[src/rtl/icw_ocw_sequencer.sv]
// 8259 bus front end: samples CPU writes, runs the ICW1..ICW4 init
// sequence and classifies committed bytes into ICW/OCW strobes.
module icw_ocw_sequencer #(
  parameter bit SYNC_EN = 1'b1
) (
  input  logic       clk,
  input  logic       rst,
  input  logic       cs_n,
  input  logic       wr_n,
  input  logic       rd_n,
  input  logic       a0,
  input  logic [7:0] datain,
  output logic [3:0] ICWs,
  output logic [3:0] OCWs,
  output logic [7:0] data_out,
  output logic       init_done,
  output logic       single_mode,
  output logic       icw4_needed,
  output logic       rd_en,
  output logic       rd_a0,
  output logic       cmd_error
);

  // W: tap where the write edge is judged (stage W+1 holds the
  // last-low cycle); R: tap of the 2-flop synchronizer for reads.
  localparam int W = SYNC_EN ? 2 : 0;
  localparam int R = SYNC_EN ? 1 : 0;

  typedef enum logic [2:0] {
    IDLE,
    W_ICW2,
    W_ICW3,
    W_ICW4,
    READY
  } state_t;

  state_t state, state_n;

  logic [W+1:0] cs_p;
  logic [W+1:0] wr_p;
  logic [W+1:0] a0_p;
  logic [R:0]   rd_p;
  logic [7:0]   d_p [W+1:0];

  logic       commit;
  logic       cmd_a0;
  logic [7:0] cmd_d;
  logic       is_icw1;
  logic [3:0] icw_n;
  logic [3:0] ocw_n;
  logic       rej;
  logic       clash;
  logic       clash_q;

  always_ff @(posedge clk) begin
    if (rst) begin
      cs_p <= '1;
      wr_p <= '1;
      a0_p <= '0;
      rd_p <= '1;
      for (int i = 0; i <= W + 1; i++) d_p[i] <= '0;
    end else begin
      cs_p <= {cs_p[W:0], cs_n};
      wr_p <= {wr_p[W:0], wr_n};
      a0_p <= {a0_p[W:0], a0};
      rd_p[0] <= rd_n;
      for (int i = 1; i <= R; i++) rd_p[i] <= rd_p[i-1];
      d_p[0] <= datain;
      for (int i = 1; i <= W + 1; i++) d_p[i] <= d_p[i-1];
    end
  end

  assign commit  = ~wr_p[W+1] & ~cs_p[W+1] & wr_p[W];
  assign cmd_a0  = a0_p[W+1];
  assign cmd_d   = d_p[W+1];
  assign is_icw1 = ~cmd_a0 & cmd_d[4];

  assign rd_en = ~cs_p[R] & ~rd_p[R] & wr_p[R];
  assign rd_a0 = rd_en & a0_p[R];
  assign clash = ~cs_p[R] & ~rd_p[R] & ~wr_p[R];

  always_comb begin
    state_n = state;
    icw_n   = '0;
    ocw_n   = '0;
    rej     = 1'b0;
    if (commit) begin
      unique case (1'b1)
        is_icw1: begin
          icw_n   = 4'b0001;
          state_n = W_ICW2;
        end
        default: begin
          unique case (state)
            W_ICW2: begin
              if (cmd_a0) begin
                icw_n = 4'b0010;
                if (!single_mode)    state_n = W_ICW3;
                else if (icw4_needed) state_n = W_ICW4;
                else                 state_n = READY;
              end else begin
                rej = 1'b1;
              end
            end
            W_ICW3: begin
              if (cmd_a0) begin
                icw_n   = 4'b0100;
                state_n = icw4_needed ? W_ICW4 : READY;
              end else begin
                rej = 1'b1;
              end
            end
            W_ICW4: begin
              if (cmd_a0) begin
                icw_n   = 4'b1000;
                state_n = READY;
              end else begin
                rej = 1'b1;
              end
            end
            READY: begin
              if (cmd_a0)        ocw_n = 4'b0001;
              else if (cmd_d[3]) ocw_n = 4'b0100;
              else               ocw_n = 4'b0010;
            end
            default: rej = 1'b1;
          endcase
        end
      endcase
    end
  end

  always_ff @(posedge clk) begin
    if (rst) begin
      state       <= IDLE;
      ICWs        <= '0;
      OCWs        <= '0;
      data_out    <= '0;
      single_mode <= 1'b0;
      icw4_needed <= 1'b0;
      cmd_error   <= 1'b0;
      clash_q     <= 1'b0;
    end else begin
      state     <= state_n;
      ICWs      <= icw_n;
      OCWs      <= ocw_n;
      cmd_error <= rej | (clash & ~clash_q);
      clash_q   <= clash;
      if (|{icw_n, ocw_n}) data_out <= cmd_d;
      if (commit && is_icw1) begin
        single_mode <= cmd_d[1];
        icw4_needed <= cmd_d[0];
      end
    end
  end

  assign init_done = (state == READY);

endmodule

[config.mk]
export PLATFORM = sky130hd
export DESIGN_NAME = icw_ocw_sequencer
export DESIGN_NICKNAME = d
export VERILOG_FILES = /design/src/rtl/icw_ocw_sequencer.sv
export SDC_FILE = /design/constraint.sdc
export NUM_CORES = 1
export LEC_CHECK = 0
export ABC_AREA = 1
export CORE_MARGIN = 4
export CORE_UTILIZATION = 53
export DETAILED_ROUTE_END_ITERATION = 7
export PLACE_DENSITY = 0.88
export SLEW_MARGIN = 20
export SYNTH_ARGS = -nofsm -noshare
export SYNTH_HDL_FRONTEND = slang
export SYNTH_SLANG_ARGS = --single-unit
[constraint.sdc]
create_clock -name clk -period 1.78 [get_ports clk]
set_input_delay 0.356 -clock clk [delete_from_list [all_inputs] [get_ports clk]]
set_output_delay 0.356 -clock clk [all_outputs]
set_load 0.05 [all_outputs]
# After elaboration in Yosys (flattened, before gate mapping)
# Memory sizes are Yosys's and may differ from the RTL's.
# Cells that the tools add are included.
# totals
n_memories	1
inputBits	14
reg_bits	37
word_cells	74
ram_bits	32
# mem_list
memory	depth	width	read_ports	rd_clocked_by_memory_dff	wr	line	text
d_p	4	8	4	0	4	43	logic [7:0] d_p [W+1:0];
# classes
n_mux	29
n_bitwise	20
eq_ne	7
n_reduce_logical	5
# ops
operator	n
$mux 8	4
$mux 3	10
$mux 4	5
$pmux 4 s3	1
$ne 3x3->1 const B	3
$pmux 3 s3	1
$and 1x1->1	8
$reduce_or 8->1	1
$not 1->1	7
$eq 3x2->1 const B	2
$mux 1	6
$or 1x1->1	5
$reduce_and 5->1	1
$reduce_bool 4->1	1
$eq 3x1->1 const B	1
$eq 3x3->1 const B	1
$reduce_or 3->1	1
$mux 2	1
$pmux 1 s2	1
$logic_and 1x1->1	1

# Longest topological paths before layout
# Gate-level depths: netlist of run 1.
# An unclocked memory read counts as a cell.
# depth
ltp_word	7
mapped_depth	9
depth_no_buf	9

# Worst setup path after synthesis of run 1
# No wires, ideal clock.
# synth_path
kind	register to output
start	register rd_p[1]
end	output rd_a0
stages_incl_launch_ff	2
slack_ps	-453
required_ps	1424
arrival_time_ps	1877
path_cell_list	dfxtp_1 > nor4_1
# synth_between
elab_chain_cells	4
# synth_rtl
element	line	text
from (decl)	42	logic [R:0] rd_p;
from (signal assigned)	60	rd_p <= '1;
$not 1->1	78	assign rd_en = ~cs_p[R] & ~rd_p[R] & wr_p[R];
$and 1x1->1 (2 in series)	78	
$and 1x1->1	79	assign rd_a0 = rd_en & a0_p[R];
to (decl)	20	output logic rd_a0,
# Every way passes these cells.

# Final worst setup path of run 1
# Same ends and word-level chain as after synthesis.

==> results of run 1 <==
==> worst paths after layout <==
check	start	to	slack, ns
worst max-delay path	rd_p[1]	rd_a0	0.16
worst min register to register	d_p[2][2]	d_p[3][2]	0.40
worst max register to register	state[0]	data_out[0]	0.48
worst min-delay path	d_p[2][2]	d_p[3][2]	0.40
==> critical path, stage by stage (launching register included) <==
cell and delay [ns]:
dfxtp_1 0.35, nor4_2 0.40, buf_12 0.19
==> cell usage in the layout, fill, tap and decap left out, types with 2 or more instances in the layout <==
cell and n:
a21oi_1 5, nor2_1 66, or2_2 9, bufinv_16 3, clkdlybuf4s50_1 13, clkbuf_8 10
buf_4 20, nand2_2 6, inv_1 55, buf_12 4, dfxtp_1 68, nor2_4 3
nand3_1 15, inv_2 3, o21ai_0 3, nor3_1 2, nor2_2 4, nand2_1 23
==> area by class of cell <==
| type | count | area (sq um) | share of cell area |
|---|---|---|---|
| Sequential cell | 68 | 1360 | 0.466 |
| Tap cell | 50 | 62.6 | 0.0214 |
| Inverter | 58 | 218 | 0.0745 |
| Clock buffer | 10 | 138 | 0.0471 |
| Timing Repair Buffer | 37 | 360 | 0.123 |
| Multi-Input combinational cell | 144 | 673 | 0.230 |
| Clock inverter | 6 | 111 | 0.0381 |
==> routing by layer <==
metal | vias up | track usage | part of all wire | wire (um)
met5 | - | 0 | 0 | 0
li1 | 891 | - | - | -
met4 | 0 | 0.0905 | 0.019 | 69
met3 | 8 | 0.0629 | 0.075 | 272
met2 | 52 | 0.264 | 0.50 | 1790
met1 | 725 | 0.148 | 0.41 | 1480
==> synthesized netlist by cell type (2+ instances only) <==
cell type / count / area [sq um]
nor2_1: 66 / 248
o21ai_0: 3 / 15.0
nand3_1: 15 / 75.1
nor2_4: 3 / 33.8
dfxtp_1: 68 / 1360
nor3_1: 2 / 10.0
nor2_2: 4 / 25.0
clkbuf_1: 5 / 18.8
or2_2: 9 / 56.3
nor4_1: 2 / 12.5
inv_1: 55 / 206
nand2_2: 6 / 37.5
a21oi_1: 5 / 25.0
inv_2: 3 / 11.3
nand2_1: 23 / 86.3
==> flip-flops by register name, summed over array words and instances, names as in the netlist <==
| signal | flops |
|---|---|
| d_p | 32 |
| a0_p | 4 |
| icw4_needed | 1 |
| state | 3 |
| wr_p | 4 |
| single_mode | 1 |
| cs_p | 4 |
| OCWs | 3 |
| clash_q | 1 |
| rd_p | 2 |
| data_out | 8 |
| ICWs | 4 |
| cmd_error | 1 |
==> cells by family after synthesis <==
logic type	Yosys count	synth area share
AOI/OAI and AO/OA	10	0.0236
and+or+nand+nor	133	0.267
DFF	68	0.597
other	1	0.00164
buffers and inverters	66	0.111
==> power groups by stage <==
stage,sequential [mW],clock [mW],combinational [mW]
after floorplan,1.60,0,0.0577
after global placement,1.60,0,0.0965
after global routing,1.57,1.63,0.112
final,1.57,1.53,0.0985
after CTS,1.57,1.56,0.100
after detailed placement,1.60,0,0.100
==> stage by stage <==
| step | total power [mW] | cell area [sq um] | hold WS (ns) | worst slack (ns) |
|---|---|---|---|---|
| finish | 3.20 | 2920 | 0.400 | 0.163 |
| global route | 3.32 | 2920 | 0.414 | 0.0975 |
| detailed placement | 1.70 | 2680 | 0.392 | 0.275 |
| CTS | 3.23 | 2920 | 0.398 | 0.128 |
| global placement | 1.70 | 2680 | 0.389 | 0.333 |
| floorplan | 1.66 | 2290 | 0.388 | 0.00410 |
==> results.json, run 1 <==
{
  "wl_mm": 3.62,
  "path_class": "reg -> out",
  "drc": 0,
  "detail-route-antenna-nets": 0,
  "switching_share": 0.194,
  "hpwl_mm": 2.48,
  "core_sq_um": 4090,
  "htree_levels": 3,
  "vias": 1676,
  "finClkSkew_ns": 0.00530,
  "layout_worst_path_cycle_share": 0.908,
  "period_needed_ns": 1.62,
  "rsz0062_at_grt": "false",
  "area_growth_pct": 28.2,
  "die_w_um": 73.6,
  "cp_data_required_time_ns": 1.42,
  "endpoint_kind": "output port",
  "pwr-share-seq": 0.491,
  "r2r_cells": 8,
  "drt_iter0_drc": 93,
  "ir_worst_vdd_uv": 826,
  "nFillCells": 326,
  "hold_buffers": 0,
  "synth_edf_count": 0,
  "syn_nets": 292,
  "avgSynthCellArea_sq_um": 8.20,
  "max_cap_violations": 0,
  "yosysWarnings": 0,
  "p_sw_mw": 0.621,
  "synth_cells": 278,
  "place_congestion": 0.869,
  "dp.cells": 357,
  "cts_buffers": 9,
  "postCtsSetupRepairBufs": 0,
  "synth_ff_type": "dfxtp_1",
  "clockBufferDepth": 2,
  "fin_tns_setup_ns": 0,
  "avgRoutedWirePerCell_um": 9.69,
  "die-area_sq_um": 5420,
  "cts_tree": "done",
  "nets": 332,
  "p_comb_frac": 0.031,
  "leakage_nw": 1.34,
  "hold_depth": 2,
  "intPower_mw": 2.57,
  "grt_pass1_wl_mm": 6.17,
  "ys_seq_elements": 68,
  "io_pins": 36,
  "final_util": 0.716,
  "clkTransAtPathRegs_ns": 0.07,
  "vias_per_cell": 4.49,
  "worstPathArrival_ns": 1.26,
  "firstDrtPassIters": 4,
  "grt_max_degree": 36,
  "die_h_um": 73.6,
  "layout-drive-gt1-share": 0.207,
  "synth_area_sq_um": 2280,
  "critPathLaunchType": "flip-flop",
  "first_global_vias": 1545,
  "power.share.clock": 0.478,
  "grtUsageTotal": 0.151,
  "seq_area_frac_synth": 0.597,
  "io_buffers": 34,
  "fp-row-count": 23,
  "initial_utilization": 0.558,
  "status": "completed",
  "cts_resized": 0,
  "cp_max_fo": 4,
  "drv_slew": 0,
  "synth_cell_types": 24,
  "num_antenna_cells": 0,
  "max_freq_mhz": 618,
  "hold_path.class": "reg -> reg",
  "cts.sinks": 68,
  "setup_viol": 0,
  "clock_latency_ns": 0.33,
  "overflow": 0,
  "power_density_nw_per_um2": 1090,
  "async_reset_ff_frac": 0,
  "cts-root-buf": "clkbuf_8",
  "final_cell_count_no_fill": 373,
  "antenna_found_initial": 0,
  "hold_viol": 0
}
(Power assumes the default switching activity.)
==> run 2: changes to the inputs <==
- SETUP_SLACK_MARGIN: default -> 0.1
==> run 2 against run 1 <==
Total power down 13%. Register-to-register slack worse by 0.09 ns. Clock-buffer cell count up 2. Critical path type unchanged. Worst hold slack better by 0.00089 ns. Cell area down 1.2%. Utilization down 0.89 points. Via count up 1.6%. Combinational power up 6%. Largest power group unchanged. Non-clock buffer count up 1. Clock skew about the same. Critical path depth up 2. First-iteration DRC count down 2.2%. Critical endpoint is now init_done.
==> results.json, run 2 (synthesized netlist as in run 1, its figures left out) <==
{
  "grt_max_degree": 28,
  "area_growth_pct": 26.6,
  "endpoint_kind": "output port",
  "use_met2": 0.256,
  "final_util": 0.707,
  "layout_worst_path_cycle_share": 0.892,
  "worstPathArrival_ns": 1.23,
  "critPathBufInv": 2,
  "grt_use_met1": 0.162,
  "vias": 1702,
  "pwr-share-seq": 0.564,
  "largest_reg_flops": 32,
  "first_global_vias": 1516,
  "wl_mm": 3.71,
  "p_sw_mw": 0.600,
  "initial_utilization": 0.558,
  "io_pins": 36,
  "vias_per_cell": 4.55,
  "cp_cell_sequence": "nor2_2 -> nand2_2 -> inv_2 -> buf_12",
  "grt_pass1_wl_mm": 6.13,
  "antenna_found_initial": 0,
  "place_congestion": 0.868,
  "grtUsageMet3": 0.0739,
  "max_cap_violations": 0,
  "cp_max_fo": 5,
  "rsz0062_at_grt": "false",
  "p_comb_frac": 0.037,
  "clockBufferDepth": 2,
  "period_needed_ns": 1.59,
  "reg_top3": "d_p: 32 flops, data_out: 8 flops",
  "avgRoutedWirePerCell_um": 9.92,
  "regArea_sq_um": 1360,
  "grt-busiest-layer": "met2",
  "io_buffers": 34,
  "max_freq_mhz": 630,
  "critPathTopFamily": "flip-flops",
  "clkTransAtPathRegs_ns": 0.07,
  "hpwl_mm": 2.59,
  "layout_common_cells": "dfxtp_1, nor2_1, inv_1",
  "cts_tree": "done",
  "clock_latency_ns": 0.33,
  "overflow": 0,
  "leakage_nw": 1.32,
  "nets": 333,
  "drc": 0,
  "nFillCells": 345,
  "drt_iter0_drc": 91,
  "cts.sinks": 68,
  "hold_path.class": "reg -> reg",
  "cp_data_required_time_ns": 1.42,
  "largest-register": "d_p",
  "power_density_nw_per_um2": 965,
  "layout-drive-gt1-share": 0.213,
  "hold_buffers": 0,
  "die-area_sq_um": 5420,
  "status": "completed",
  "intPower_mw": 2.19,
  "detail-route-antenna-nets": 0,
  "htree_levels": 3,
  "switching_share": 0.215,
  "final_common_cell": "dfxtp_1",
  "ir_worst_vdd_uv": 624,
  "grtUsageTotal": 0.154,
  "critPathLaunchType": "flip-flop",
  "cts-root-buf": "clkbuf_8",
  "cp_slowest_stage_delay_ns": 0.36,
  "firstDrtPassIters": 4,
  "num_antenna_cells": 0,
  "slowest_stage": "dfxtp_1",
  "setup_viol": 0,
  "cts_buffers": 9,
  "fin_tns_setup_ns": 0,
  "multiInputGateArea_sq_um": 687,
  "drv_slew": 0,
  "die_h_um": 73.6,
  "hold_viol": 0,
  "die_w_um": 73.6,
  "fp-row-count": 23,
  "finClkSkew_ns": 0.00563,
  "path_class": "reg -> out",
  "power.share.clock": 0.399,
  "core_sq_um": 4090
}
run 2: area by class of cell:
| cell class | count | area share |
|---|---|---|
| clock buffers | 12 | 0.0537 |
| inverters | 58 | 0.0754 |
| clock inverters | 4 | 0.00823 |
| multi-input cells | 144 | 0.238 |
| flip-flops and latches | 68 | 0.471 |
| repair buffers | 38 | 0.132 |
| well taps | 50 | 0.0217 |
run 2: per-stage QoR:
| stage | instance area, sq um | setup slack, ns | power, mW | cells | hold slack [ns] |
|---|---|---|---|---|---|
| 2_1_floorplan | 2290 | 0.114 | 1.66 | 278 | 0.388 |
| 3_3_place_gp | 2690 | 0.276 | 1.70 | 357 | 0.390 |
| 3_5_place_dp | 2690 | 0.214 | 1.71 | 357 | 0.394 |
| 4_1_cts | 2870 | 0.126 | 2.83 | 373 | 0.403 |
| 5_1_grt | 2890 | 0.105 | 2.91 | 374 | 0.412 |
| 6_report | 2890 | 0.192 | 2.79 | 374 | 0.401 |
run 2: path summary, 6_finish.rpt:
check / from / endpoint / slack [ns] / cells after the start
worst max-delay path: state[1] / init_done / 0.19 / 4
worst min-delay path: d_p[2][7] / d_p[3][7] / 0.40 / 2
worst max register to register: state[1] / data_out[0] / 0.39 / 9
worst min register to register: d_p[2][7] / d_p[3][7] / 0.40 / 2
run 2: repair_timing:
action                     in CTS  in global routing
gates resized for setup         0                  2
setup endpoints to repair       0                  2
buffers inserted                0                  1
run 2: tightest hold or removal path: stages (launching register included):
cell and delay (ns):
dfxtp_1 0.30, inv_1 0.04, nor2_1 0.03
run 2: routing by layer:
metal  wire length [um]  vias up
met5                  0        -
met4                 74        0
met3                234        9
met2               1870       42
met1               1530      756
li1                   -      895
run 2: power groups by stage:
stage | registers [mW] | logic (mW) | clock network, mW
6_report | 1.57 | 0.104 | 1.11
5_1_grt | 1.57 | 0.117 | 1.22
4_1_cts | 1.57 | 0.105 | 1.15
3_5_place_dp | 1.60 | 0.104 | 0
3_3_place_gp | 1.60 | 0.0998 | 0
2_1_floorplan | 1.60 | 0.0579 | 0
==> run 3: changes to the inputs <==
- CELL_PAD_IN_SITES_DETAIL_PLACEMENT: default -> 1
- CELL_PAD_IN_SITES_GLOBAL_PLACEMENT: default -> 2
- CORE_UTILIZATION: 53 -> 33
- PLACE_DENSITY: 0.88 -> 0.91
==> run 3 against run 2 <==
Register-to-register slack better by 0.05 ns. Via count hardly changed. Non-clock buffer count down 1. Worst setup slack worse by 0.0015 ns.
==> results.json, run 3 (synthesized netlist as in run 1, its figures left out) <==
{
  "ir_worst_vdd_uv": 482,
  "cts-root-buf": "clkbuf_8",
  "cts.sinks": 68,
  "rsz0062_at_grt": "false",
  "power_density_nw_per_um2": 1020,
  "clock_latency_ns": 0.33,
  "die_h_um": 91.1,
  "largest-register": "d_p",
  "max_freq_mhz": 629,
  "r2r_cells": 8,
  "die_w_um": 91.1,
  "max_cap_violations": 0,
  "hold_viol": 0,
  "area_growth_pct": 28.7,
  "cp_max_fo": 4,
  "die-area_sq_um": 8310,
  "leakage_nw": 1.32,
  "worstPathArrival_ns": 1.23,
  "setup_viol": 0,
  "finClkSkew_ns": 0.00550,
  "antenna_found_initial": 0,
  "status": "completed",
  "wl_mm": 4.34,
  "first_global_vias": 1769,
  "path_class": "reg -> out",
  "overflow": 0,
  "hold_path.class": "reg -> reg",
  "cts_tree": "done",
  "critPathBufInv": 1,
  "reg_top3": "d_p: 32 flops, data_out: 8 flops",
  "cp_cell_sequence": "nor4_4 -> buf_12",
  "layout_common_cells": "dfxtp_1, nor2_1, inv_1",
  "cp_data_required_time_ns": 1.42,
  "period_needed_ns": 1.59,
  "drc": 0,
  "cp_slowest_stage_delay_ns": 0.37,
  "cp.depth": 2,
  "fin_tns_setup_ns": 0,
  "hpwl_mm": 3.08,
  "detail-route-antenna-nets": 0,
  "layout_worst_path_cycle_share": 0.893,
  "dpl_cell_area_sq_um": 2720,
  "postCtsSetupRepairBufs": 0,
  "final_common_cell": "dfxtp_1",
  "dpl_worst_slack_ns": 0.253,
  "drv_slew": 0,
  "clkTransAtPathRegs_ns": 0.07,
  "slowest_stage": "dfxtp_1",
  "largest_reg_flops": 32,
  "layout-drive-gt1-share": 0.211,
  "fp-row-count": 30,
  "io_pins": 36,
  "cts_buffers": 9,
  "grt_max_degree": 29,
  "hold_ws_ns": 0.404,
  "grtUsageTotal": 0.116,
  "hold_depth": 2,
  "nets": 332,
  "place_congestion": 0.767,
  "grt_pass1_wl_mm": 7.56,
  "firstDrtPassIters": 4,
  "num_antenna_cells": 0,
  "avgRoutedWirePerCell_um": 10.8,
  "vias": 1701,
  "hold_buffers": 0,
  "drt_iter0_drc": 66,
  "critPathTopFamily": "flip-flops",
  "final_area_sq_um": 2940,
  "initial_utilization": 0.338,
  "htree_levels": 3,
  "total_power_mw": 2.98,
  "clockBufferDepth": 2,
  "critPathLaunchType": "flip-flop",
  "core_sq_um": 6760,
  "vias_per_cell": 4.22,
  "setup_slack_ns": 0.190,
  "io_buffers": 34,
  "endpoint_kind": "output port"
}
==> run 3: worst paths after layout <==
path                                 from           to  slack [ns]
worst max register to register   state[0]  data_out[5]        0.44
worst max-delay path              rd_p[1]        rd_a0        0.19
worst min register to register  d_p[1][1]    d_p[2][1]        0.40
worst min-delay path            d_p[1][1]    d_p[2][1]        0.40
==> run 3: routing by layer <==
metal / track usage / up-vias / part of all wire
met4: 0.0553 / 0 / 0.018
li1: - / 889 / -
met5: 0 / - / 0
met1: 0.131 / 764 / 0.44
met3: 0.0447 / 8 / 0.057
met2: 0.191 / 40 / 0.48
==> run 3: cell type report <==
| type | count | area (sq um) |
|---|---|---|
| clock buffer | 11 | 151 |
| multi-input combinational | 144 | 687 |
| inverter | 58 | 218 |
| fill | 801 | 3820 |
| tap | 80 | 100 |
| sequential | 68 | 1360 |
| timing repair buffer | 37 | 360 |
| clock inverter | 5 | 58.8 |
==> run 3: worst reg2reg max path, delay by kind of cell (launching register included) <==
family                 cells  cell delay, ns
buffers and inverters      1            0.08
and+or+nand+nor            7            0.81
DFF                        1            0.36
==> run 3: report_power, final <==
| part | total (mW) | internal [mW] | switching, mW |
|---|---|---|---|
| Combinational | 0.103 | 0.0501 | 0.0526 |
| Sequential | 1.57 | 1.56 | 0.0135 |
| Clock | 1.31 | 0.726 | 0.585 |
==> run 3: stage by stage <==
step,std cells,util
floorplan,278,-
global route,403,0.435
global placement,387,0.402
finish,403,0.435
detailed placement,387,0.402
CTS,403,0.433
==> run 3: what timing repair did <==
item                                   in CTS  in global routing
endpoints found under the hold margin       0                  0
setup endpoints to repair                   0                  1
resized for setup                           0                  1
